## config.mk

```make
export PLATFORM = sky130hd
export DESIGN_NAME = ahb_write_master
export DESIGN_NICKNAME = d
export VERILOG_FILES = /design/src/rtl/ahb_write_master.sv
export SDC_FILE = /design/constraint.sdc
export NUM_CORES = 1
export LEC_CHECK = 0
export CAP_MARGIN = 40
export CORE_MARGIN = 4
export CORE_UTILIZATION = 45
export DETAILED_ROUTE_END_ITERATION = 8
export GPL_TIMING_DRIVEN = 0
export PLACE_DENSITY = 0.78
export SLEW_MARGIN = 40
export SYNTH_ARGS = -nofsm -noshare
export SYNTH_HDL_FRONTEND = slang
export SYNTH_SLANG_ARGS = --single-unit
```

## constraint.sdc

```tcl
create_clock -name hclk -period 2.05 [get_ports hclk]
set_input_delay 0.5125 -clock hclk [delete_from_list [all_inputs] [get_ports hclk]]
set_output_delay 0.5125 -clock hclk [all_outputs]
set_load 0.005 [all_outputs]
```

## src/rtl/ahb_write_master.sv

```systemverilog
// AHB-Lite write initiator: queues local write requests in a FIFO and issues each
// as a single NONSEQ write, handling wait states, two-cycle ERROR and a wait timeout.
module ahb_write_master #(
  parameter int ADDR_WIDTH = 8,
  parameter int DATA_WIDTH = 8,
  parameter int FIFO_DEPTH = 4,
  parameter int TIMEOUT    = 16
) (
  input  logic                  hclk,
  input  logic                  hreset,
  input  logic                  req_valid,
  output logic                  req_ready,
  input  logic [ADDR_WIDTH-1:0] req_addr,
  input  logic [DATA_WIDTH-1:0] req_data,
  output logic                  hsel_x,
  output logic [ADDR_WIDTH-1:0] haddr,
  output logic [1:0]            htrans,
  output logic                  hwrite,
  output logic [DATA_WIDTH-1:0] hwdata,
  input  logic                  hready,
  input  logic                  hresp,
  output logic                  done,
  output logic                  err,
  output logic                  timeout,
  output logic                  busy,
  output logic [7:0]            err_count
);

  localparam int PTR_W  = $clog2(FIFO_DEPTH);
  localparam int CNT_W  = PTR_W + 1;
  localparam int WAIT_W = $clog2(TIMEOUT);

  localparam logic [1:0] HTRANS_IDLE   = 2'b00;
  localparam logic [1:0] HTRANS_NONSEQ = 2'b10;

  typedef enum logic [1:0] {S_IDLE, S_ADDR, S_DATA, S_ERR2} state_e;

  state_e                state_q, state_d;
  logic [PTR_W-1:0]      wr_ptr_q, wr_ptr_d, rd_ptr_q, rd_ptr_d;
  logic [CNT_W-1:0]      count_q, count_d;
  logic [DATA_WIDTH-1:0] mem_q [FIFO_DEPTH];
  logic [ADDR_WIDTH-1:0] haddr_q, haddr_d;
  logic [DATA_WIDTH-1:0] wdata_q, wdata_d, hwdata_q, hwdata_d;
  logic [ADDR_WIDTH-1:0] amem_q [FIFO_DEPTH];
  logic [1:0]            htrans_q, htrans_d;
  logic                  hwrite_q, hwrite_d, hsel_q, hsel_d;
  logic                  done_q, done_d, err_q, err_d, timeout_q, timeout_d;
  logic [7:0]            err_count_q, err_count_d;
  logic [WAIT_W-1:0]     wait_q, wait_d;
  logic                  push, pop, wait_limit;

  assign req_ready  = (count_q != CNT_W'(FIFO_DEPTH));
  assign push       = req_valid && req_ready;
  assign wait_limit = (wait_q == WAIT_W'(TIMEOUT - 1));

  // NOTE: storage is written without reset; the pointers and count alone define which entries are valid.
  always_ff @(posedge hclk) begin
    if (push) begin
      mem_q[wr_ptr_q]  <= req_data;
      amem_q[wr_ptr_q] <= req_addr;
    end
  end

  always_comb begin
    wr_ptr_d = wr_ptr_q;
    rd_ptr_d = rd_ptr_q;
    count_d  = count_q;
    if (push) wr_ptr_d = wr_ptr_q + PTR_W'(1);
    if (pop)  rd_ptr_d = rd_ptr_q + PTR_W'(1);
    if (push && !pop)      count_d = count_q + CNT_W'(1);
    else if (pop && !push) count_d = count_q - CNT_W'(1);
  end

  // NOTE: every signal written here gets a default first, so no path leaves one unassigned and no latch is inferred.
  always_comb begin
    state_d   = state_q;
    haddr_d   = haddr_q;
    wdata_d   = wdata_q;
    hwdata_d  = hwdata_q;
    htrans_d  = htrans_q;
    hwrite_d  = hwrite_q;
    hsel_d    = hsel_q;
    wait_d    = wait_q;
    done_d    = 1'b0;
    err_d     = 1'b0;
    timeout_d = 1'b0;
    pop       = 1'b0;
    unique case (state_q)
      S_IDLE: begin
        htrans_d = HTRANS_IDLE;
        hwrite_d = 1'b0;
        hsel_d   = 1'b0;
        if (count_q != '0) begin
          pop      = 1'b1;
          haddr_d  = amem_q[rd_ptr_q];
          wdata_d  = mem_q[rd_ptr_q];
          htrans_d = HTRANS_NONSEQ;
          hwrite_d = 1'b1;
          hsel_d   = 1'b1;
          state_d  = S_ADDR;
        end
      end
      S_ADDR: begin
        if (hready) begin
          hwdata_d = wdata_q;
          htrans_d = HTRANS_IDLE;
          hwrite_d = 1'b0;
          wait_d   = '0;
          state_d  = S_DATA;
        end
      end
      S_DATA: begin
        if (hready) begin
          // hready high with ERROR is a protocol violation and is still reported as err.
          if (hresp) err_d = 1'b1;
          else       done_d = 1'b1;
          hsel_d  = 1'b0;
          state_d = S_IDLE;
        end else if (wait_limit) begin
          timeout_d = 1'b1;
          hsel_d    = 1'b0;
          state_d   = S_IDLE;
        end else begin
          wait_d = wait_q + WAIT_W'(1);
          if (hresp) state_d = S_ERR2;
        end
      end
      S_ERR2: begin
        if (hready) begin
          err_d   = 1'b1;
          hsel_d  = 1'b0;
          state_d = S_IDLE;
        end else if (wait_limit) begin
          timeout_d = 1'b1;
          hsel_d    = 1'b0;
          state_d   = S_IDLE;
        end else begin
          wait_d = wait_q + WAIT_W'(1);
        end
      end
      default: state_d = S_IDLE;
    endcase
    err_count_d = err_count_q;
    if ((err_d || timeout_d) && (err_count_q != 8'hFF)) err_count_d = err_count_q + 8'd1;
  end

  // NOTE: sequential state uses non-blocking assignments so every flop samples pre-edge values.
  always_ff @(posedge hclk or posedge hreset) begin
    if (hreset) begin
      state_q     <= S_IDLE;
      wr_ptr_q    <= '0;
      rd_ptr_q    <= '0;
      count_q     <= '0;
      haddr_q     <= '0;
      wdata_q     <= '0;
      hwdata_q    <= '0;
      htrans_q    <= HTRANS_IDLE;
      hwrite_q    <= 1'b0;
      hsel_q      <= 1'b0;
      done_q      <= 1'b0;
      err_q       <= 1'b0;
      timeout_q   <= 1'b0;
      err_count_q <= '0;
      wait_q      <= '0;
    end else begin
      state_q     <= state_d;
      wr_ptr_q    <= wr_ptr_d;
      rd_ptr_q    <= rd_ptr_d;
      count_q     <= count_d;
      haddr_q     <= haddr_d;
      wdata_q     <= wdata_d;
      hwdata_q    <= hwdata_d;
      htrans_q    <= htrans_d;
      hwrite_q    <= hwrite_d;
      hsel_q      <= hsel_d;
      done_q      <= done_d;
      err_q       <= err_d;
      timeout_q   <= timeout_d;
      err_count_q <= err_count_d;
      wait_q      <= wait_d;
    end
  end

  assign hsel_x    = hsel_q;
  assign haddr     = haddr_q;
  assign htrans    = htrans_q;
  assign hwrite    = hwrite_q;
  assign hwdata    = hwdata_q;
  assign done      = done_q;
  assign err       = err_q;
  assign timeout   = timeout_q;
  assign err_count = err_count_q;
  assign busy      = (state_q != S_IDLE) || (count_q != '0);

endmodule

```

### Yosys cells after proc, flatten, opt, wreduce, memory -nomap -nowiden

Memory sizes are Yosys's and may differ from the RTL's. A register that Yosys moved wholly into a read port is not among the register bits.
Index checks and enable logic that the tools add are counted.

| word-level totals | value |
|---|---|
| memory bits (writable) | 64 |
| output and inout port bits | 33 |
| input bits | 21 |
| register bits after elaboration | 36 |
| memories | 2 |
| word-level logic and storage cells | 92 |

| cells by class | value |
|---|---|
| reductions and logical operators | 22 |
| muxes and demuxes | 36 |
| equality and inequality tests | 13 |
| $add $sub $neg | 6 |

Memory list:

| name | words | width | read ports | clocked after memory_dff | wr ports | RTL line | RTL |
|---|---|---|---|---|---|---|---|
| amem_q | 4 | 8 | 1 | 1 | 1 | 44 | `logic [ADDR_WIDTH-1:0] amem_q [FIFO_DEPTH];` |
| mem_q | 4 | 8 | 1 | 1 | 1 | 41 | `logic [DATA_WIDTH-1:0] mem_q [FIFO_DEPTH];` |

Operators by type and width:

| operator | count |
|---|---|
| 2-to-1 mux 2 bit | 9 |
| 2-to-1 mux 1 bit | 16 |
| 2-to-1 mux 4 bit | 3 |
| nonzero test 2 bit | 5 |
| adder 8 x 1 -> 8 bit (second input constant) | 1 |
| != test 2 bit (second input constant) | 4 |
| != test 8 bit (second input constant) | 1 |
| case mux 2 bit (4 select lines) | 1 |
| case mux 4 bit (2 select lines) | 1 |
| AND reduction 2 bit | 4 |
| AND reduction 4 bit | 2 |
| 2-to-1 mux 3 bit | 2 |
| != test 3 bit (second input constant) | 2 |
| case mux 1 bit (2 select lines) | 3 |
| adder 2 x 1 -> 2 bit (second input constant) | 2 |
| adder 4 x 1 -> 4 bit (second input constant) | 1 |
| equality test 2 bit (second input constant) | 2 |
| equality test 4 bit (second input constant) | 1 |
| logical AND 1 bit | 4 |
| != test 4 bit (second input constant) | 1 |
| case mux 2 bit (2 select lines) | 1 |
| adder 3 x 1 -> 3 bit (second input constant) | 1 |
| != test 3 x 1 -> 1 bit (second input constant) | 1 |
| nonzero test 3 bit | 1 |
| 6 further kinds | 8 |

### Depth between registers and ports, before layout

Gate-level depths: netlist (run 1).

| depth | value |
|---|---|
| word-level depth | 6 |
| depth in mapped cells | 9 |

### Worst setup path before layout (run 1)

Ideal clock, no wire load.

| timing | value |
|---|---|
| kind | flip-flop to flip-flop |
| start | register count_q[0] |
| end | register count_q[2] |
| buffers on the path | 1 |
| slack | 0.012 ns |
| data required time | 1.971 ns |
| stages on the path, launching flop included | 10 |
| arrival time | 1.959 ns |
| period minus slack after synthesis | 2.038 ns |
| cell sequence | dfrtp_1 nor3_1 nand2b_1 buf_2 ha_1 inv_1 fa_1 xor2_1 nor2_1 xor2_1 |

| between the ends | value |
|---|---|
| cells in the longest elaborated chain, start to end | 6 |

RTL lines:

| what | RTL line | RTL |
|---|---|---|
| from (decl) | 40 | `logic [CNT_W-1:0] count_q, count_d;` |
| from (signal assigned) | 169 | `count_q <= count_d;` |
| branches (longest 6 deep; another with subtractor 3 x 1 -> 3 bit) | - |  |

Parallel ways; which one is timed is not known. The select of a mux whose other input is x is not followed.
A chain may end at the register's enable or synchronous reset.

### Final worst setup path (run 1)

| timing | value |
|---|---|
| start | register err_count_q[4], in the netlist err_count[4] |
| end | output err_count[4] |

RTL lines:

| what | RTL line | RTL |
|---|---|---|
| from (decl) | 48 | `logic [7:0] err_count_q, err_count_d;` |
| from (signal assigned) | 179 | `err_count_q <= err_count_d;` |
| to (decl) | 26 | `output logic [7:0] err_count` |

No word-level cell between the ends.

==> results.sh, run 1 <==
export IMPL_post_drt_via_cell_ratio=5.01
export IMPL_grt_max_degree=41
export IMPL_cp_depth=1
export IMPL_synth_main_ff_cell="edfxtp_1"
export IMPL_cp_max_fo=5
export IMPL_area_growth_pct=31.2
export IMPL_die_area_um2=11800
export IMPL_synth_warnings=0
export IMPL_ir_worst_vdd_uv=789
export IMPL_post_route_period_util_pct=96.3
export IMPL_rsz0062_at_grt="false"
export IMPL_drive_above_1_share_pct=29.6
export IMPL_ff2ff_path_depth=9
export IMPL_diodes=0
export IMPL_syn_inst=257
export IMPL_clkTransAtPathRegs_ps=60
export IMPL_p_total_mw=9.26
export IMPL_dpl_hpwl_mm=5.03
export IMPL_synth_most_common_cell="edfxtp_1"
export IMPL_die_w_um=108
export IMPL_synth_nets=286
export IMPL_ys_ff_latch=114
export IMPL_drc=0
export IMPL_endpoint_kind="output port"
export IMPL_wl_mm=8.14
export IMPL_synth_top_cell_area_share_pct=42.4
export IMPL_tns_ps=0
export IMPL_num_vias=2425
export IMPL_maxSlewViolCount=0
export IMPL_gr_usage_all_layers_pct=14.8
export IMPL_critical_path_required_ps=1540
export IMPL_start_util_pct=46.4
export IMPL_critical_path_arrival_ps=1460
export IMPL_cp_num_buf_inv=1
export IMPL_clock_sinks=114
export IMPL_maxCapViolations=0
export IMPL_first_pass_iters=4
export IMPL_fin_util_pct=60.9
export IMPL_fin_crit_ps=1970
export IMPL_clk_path_buf_depth=2
export IMPL_cp_cell_sequence="clkdlybuf4s50_1"
export IMPL_cts_buffers=17
export IMPL_grt_pass1_vias=2530
export IMPL_cp_slowest_cell="clkdlybuf4s50_1"
export IMPL_hold_class="input pin to async pin"
export IMPL_criticalPathCategory="flop to output port"
export IMPL_async_flop_share_pct=43.9
export IMPL_fin_skew_ps=9.28
export IMPL_cpPeakStageDelay_ps=540
export IMPL_syn_cell_area_um2=4540
export IMPL_num_io_pins=54
export IMPL_place_congestion=0.812
export IMPL_fillCellCount=732
export IMPL_synthTopCellsByCount="64 x edfxtp_1, 50 x dfrtp_1, 18 x mux2_2"
export IMPL_wl_per_cell_um=16.8
export IMPL_cp_top_family="buffers and inverters"
export IMPL_htreeDepth=4
export IMPL_synth_edf_count=64
export IMPL_p_leak_nw=2.28
export IMPL_antenna_found_initial=0
export IMPL_cts_tree="yes"
export IMPL_fin_nets=367
export IMPL_setup_viol=0
export IMPL_root_buffer="clkbuf_8"
export IMPL_power_density_nw_per_um2=1560
export IMPL_seq_area_frac_synth_pct=69.9
export IMPL_clock_fmax_mhz=506
export IMPL_worstSetupStartpointType="flop"
export IMPL_ant_nets=0
export IMPL_insertion_delay_ps=490
export IMPL_synth_cell_type_count=38
export IMPL_die_h_um=108
export IMPL_grt_pass1_wl_mm=13.0
export IMPL_rows=36
export IMPL_synth_area_top_cells="edfxtp_1 42%, dfrtp_1 28%, mux4_2 7.9%"
export IMPL_io_buffers=52
export IMPL_grt_overflow_total=0
export IMPL_core_area_um2=9770
export IMPL_drt_iter0_markers=76
export IMPL_hold_viol_final=0
export IMPL_outcome="completed"
export IMPL_syn_avg_cell_area_um2=17.7
export IMPL_yosysTopAreaCell="edfxtp_1"
-- state kept, by name, summed over array words and instances (netlist names) --
register   flops
timeout        1
state_q        2
count_q        3
done           1
amem_q        32
wr_ptr_q       2
err_count      8
rd_ptr_q       2
wait_q         4
hwdata         8
hsel_x         1
mem_q         32
haddr          8
wdata_q        8
hwrite         1
err            1
-- final timing paths --
check	from	end	slack [ps]
setup / recovery	err_count[4]	err_count[4]	80
hold / removal	hreset	haddr[0]	280
setup reg to reg	count_q[2]	count_q[2]	130
hold reg to reg	hsel_x	hsel_x	480
max in group asynchronous	hreset	count_q[0]	1310
min in group hclk	hsel_x	hsel_x	480
-- cell usage in the layout (no fill, tap or decap), drive strengths merged, types with 3 or more instances in the layout --
cell / netlist / final
xnor2: 3 / 3
nor2: 7 / 7
mux4: 16 / 16
clkdlybuf4s50: 0 / 50
clkinv: 0 / 6
edfxtp: 64 / 64
o21ai: 4 / 4
dfrtp: 50 / 50
and3: 4 / 4
buf: 10 / 20
nor3: 6 / 6
ha: 7 / 7
nor2b: 4 / 4
clkbuf: 0 / 21
mux2: 28 / 28
nand3: 5 / 5
nand2: 16 / 16
bufinv: 0 / 3
inv: 6 / 6
xor2: 8 / 8
-- cells by family after synthesis --
logic type	Yosys count	synth area share (%)
compound gates	11	2.15
other cells	1	0.0827
fa+ha+maj	8	2.37
xor+xnor	11	2.12
simple gates	51	6.07
mux	45	15.3
buf+inv	16	1.99
flops	114	69.9
-- power by group --
part	leakage, nW	switching, mW	internal, mW	total [mW]
Combinational	0.810	1.19	1.70	2.89
Clock	0.277	0.949	1.87	2.82
Sequential	1.19	0.387	3.17	3.56
-- metrics by stage --
stage	cell area [µm²]	cells	setup WS [ps]	hold WS [ps]
floorplan	4540	257	12.3	452
CTS	5870	477	-22.5	266
finish	5950	484	75.5	276
global placement	5220	442	-680	461
global route	5950	484	16.1	294
detailed placement	5250	443	-353	475
-- routing by layer --
| layer | up-vias | GRT usage [%] | share of wire [%] |
|---|---|---|---|
| met2 | 61 | 24.4 | 51 |
| met4 | 0 | 4.33 | 0.59 |
| li1 | 1121 | - | - |
| met3 | 4 | 4.48 | 5.0 |
| met5 | - | 0 | 0 |
| met1 | 1239 | 19.0 | 43 |
-- area by class of cell --
class                      count  area (µm²)  area share, %
sequential                   114        3180           53.3
multi-input combinational    127        1320           22.2
timing repair buffer          62         607           10.2
clock buffer                  21         439           7.38
tap                          133         166           2.79
clock inverter                11         136           2.29
buffer                        10        82.6           1.39
inverter                       6        25.0          0.420
-- timing repair --
item                                   in CTS  in global routing
resized for setup                          11                  7
hold buffers                                0                  0
buffers inserted                            2                  7
setup endpoints to repair                   4                  3
pin swaps                                   2                  4
endpoints found under the hold margin       0                  0
Power figures use the tool's default switching activity.
==> run 2: changes to the inputs <==
--- a/config.mk
+++ b/config.mk
@@ -10,7 +10,8 @@
 export CORE_UTILIZATION = 45
 export DETAILED_ROUTE_END_ITERATION = 8
 export GPL_TIMING_DRIVEN = 0
-export PLACE_DENSITY = 0.78
+export PLACE_DENSITY = 0.76
+export SETUP_SLACK_MARGIN = 0.4
 export SLEW_MARGIN = 40
 export SYNTH_ARGS = -nofsm -noshare
 export SYNTH_HDL_FRONTEND = slang
==> constraint.sdc (replaced) <==
create_clock -name hclk -period 2 [get_ports hclk]
set_input_delay 0.5 -clock hclk [delete_from_list [all_inputs] [get_ports hclk]]
set_output_delay 0.5 -clock hclk [all_outputs]
set_load 0.005 [all_outputs]
==> results.sh, run 2 (synthesis gave the netlist of run 1 again) <==
export IMPL_place_congestion=0.796
export IMPL_root_buffer="clkbuf_8"
export IMPL_worstSetupStartpointType="flop"
export IMPL_fillCellCount=629
export IMPL_die_h_um=108
export IMPL_ant_nets=0
export IMPL_final_common_cell="edfxtp_1"
export IMPL_clk_path_buf_depth=2
export IMPL_cpMostUsedCell="buf_4"
export IMPL_cp_cell_sequence="nor3_4, nand2_2, buf_4, buf_4, buf_4, buf_4, buf_4, buf_4, buf_4, buf_4, buf_6, nand2_2, a21oi_1"
export IMPL_drt_iter0_markers=139
export IMPL_power_density_nw_per_um2=1660
export IMPL_first_pass_iters=4
export IMPL_rows=36
export IMPL_outcome="finished, violations left"
export IMPL_maxSlewViolCount=0
export IMPL_ir_worst_vdd_uv=700
export IMPL_p_leak_nw=2.73
export IMPL_grt_pass1_vias=2866
export IMPL_hold_viol_final=0
export IMPL_cp_slowest_cell="dfrtp_2"
export IMPL_endpoint_kind="flop"
export IMPL_insertion_delay_ps=510
export IMPL_cp_max_fo=2
export IMPL_clkTransAtPathRegs_ps=60
export IMPL_p_total_mw=10.9
export IMPL_hold_class="input pin to async pin"
export IMPL_layout_common_cells="64 x edfxtp_1, 48 x dfrtp_1, 43 x buf_4, 25 x buf_2"
export IMPL_num_vias=2781
export IMPL_clock_sinks=114
export IMPL_setup_viol=3
export IMPL_clock_fmax_mhz=486
export IMPL_wl_per_cell_um=19.1
export IMPL_fin_nets=417
export IMPL_reg_top3="amem_q x32, mem_q x32"
export IMPL_fin_skew_ps=9.17
export IMPL_drc=0
export IMPL_die_area_um2=11800
export IMPL_cts_tree="yes"
export IMPL_place_ws_ps=-250
export IMPL_grt_max_degree=20
export IMPL_gr_usage_all_layers_pct=17.2
export IMPL_criticalPathCategory="flop to flop"
export IMPL_cp_top_family="buffers and inverters"
export IMPL_critical_path_arrival_ps=2450
export IMPL_dpl_hpwl_mm=5.19
export IMPL_post_drt_via_cell_ratio=5.21
export IMPL_drive_above_1_share_pct=50.6
export IMPL_ff2ff_path_depth=13
export IMPL_diodes=0
export IMPL_rsz0062_at_grt="true"
export IMPL_die_w_um=108
export IMPL_cts_buffers=17
export IMPL_num_io_pins=54
export IMPL_wl_mm=10.2
export IMPL_cpPeakStageDelay_ps=420
export IMPL_cp_depth=13
export IMPL_critical_path_required_ps=2390
export IMPL_core_area_um2=9770
export IMPL_htreeDepth=4
export IMPL_area_growth_pct=44.8
export IMPL_io_buffers=52
export IMPL_grt_pass1_wl_mm=14.8
export IMPL_violations="setup timing"
export IMPL_setup_ws_ps=-59.0
export IMPL_cp_num_buf_inv=9
export IMPL_fin_crit_ps=2060
export IMPL_maxCapViolations=0
export IMPL_ctsHoldBuffers=0
export IMPL_antenna_found_initial=0
export IMPL_start_util_pct=46.4
export IMPL_grt_overflow_total=0
export IMPL_post_route_period_util_pct=103
[run 2: cell count changes in the layout (fill, tap and decap cells not counted), moves of 8 or more]
| cell | delta |
|---|---|
| and3_4 | +8 |
| buf_2 | +20 |
| buf_4 | +32 |
| buf_6 | +11 |
| clkdlybuf4s50_1 | -31 |
| mux2_2 | -17 |
| mux2_4 | +17 |
[run 2: final timing paths]
kind                                 start         end  slack (ps)
min in group hclk                hwdata[4]   hwdata[4]         500
worst max-delay path            count_q[0]  state_q[0]         -60
worst max register to register  count_q[0]  state_q[0]         -60
worst min register to register   hwdata[4]   hwdata[4]         500
worst min-delay path                hreset  wdata_q[2]         340
max in group asynchronous           hreset  count_q[0]        1070
[run 2: what timing repair did]
action	CTS	global route
resized for setup	158	44
gates cloned	1	4
buffers inserted	40	13
setup endpoints to repair	62	106
pin swaps	6	8
endpoints found under the hold margin	0	0
[run 2: final cells by class]
cell class	instances	area (µm²)	area share, %
Clock buffer	20	467	7.11
Inverter	6	26.3	0.400
Sequential cell	114	3180	48.4
Clock inverter	12	153	2.32
Buffer	10	124	1.89
Multi-Input combinational cell	131	1520	23.2
Timing Repair Buffer	108	932	14.2
Tap cell	133	166	2.53
[run 2: metal layers]
| layer | vias up | GRT usage (%) | share of wire, % | wire, µm |
|---|---|---|---|---|
| li1 | 1237 | - | - | - |
| met1 | 1428 | 19.7 | 38 | 3870 |
| met2 | 98 | 29.9 | 53 | 5440 |
| met3 | 18 | 6.03 | 6.7 | 687 |
| met4 | 0 | 5.86 | 1.8 | 182 |
| met5 | - | 0 | 0 | 0 |
[run 2: power by group]
group / internal [mW] / switching (mW)
Sequential: 3.24 / 0.363
Clock: 2.04 / 1.06
Combinational: 2.50 / 1.74
Total: 7.78 / 3.16
[run 2: through the flow]
stage	util [%]	cell area, µm²	setup TNS, ps	hold WS, ps	instances
finish	67.2	6570	-118	342	534
global route	67.2	6570	-397	347	534
CTS	64.6	6320	-51.5	332	517
detailed placement	54.5	5330	-2740	470	444
global placement	53.9	5270	-14140	461	442
floorplan	-	4580	0	452	257
==> run 3: changes to the inputs <==
--- a/config.mk
+++ b/config.mk
@@ -10,6 +10,7 @@
 export CORE_UTILIZATION = 45
 export DETAILED_ROUTE_END_ITERATION = 8
 export GPL_TIMING_DRIVEN = 0
+export HOLD_SLACK_MARGIN = 0.06
 export PLACE_DENSITY = 0.76
 export SETUP_SLACK_MARGIN = 0.4
 export SLEW_MARGIN = 40
==> results of run 3 <==
No change in the layout: final DEF, timing and power equal those of run 2.
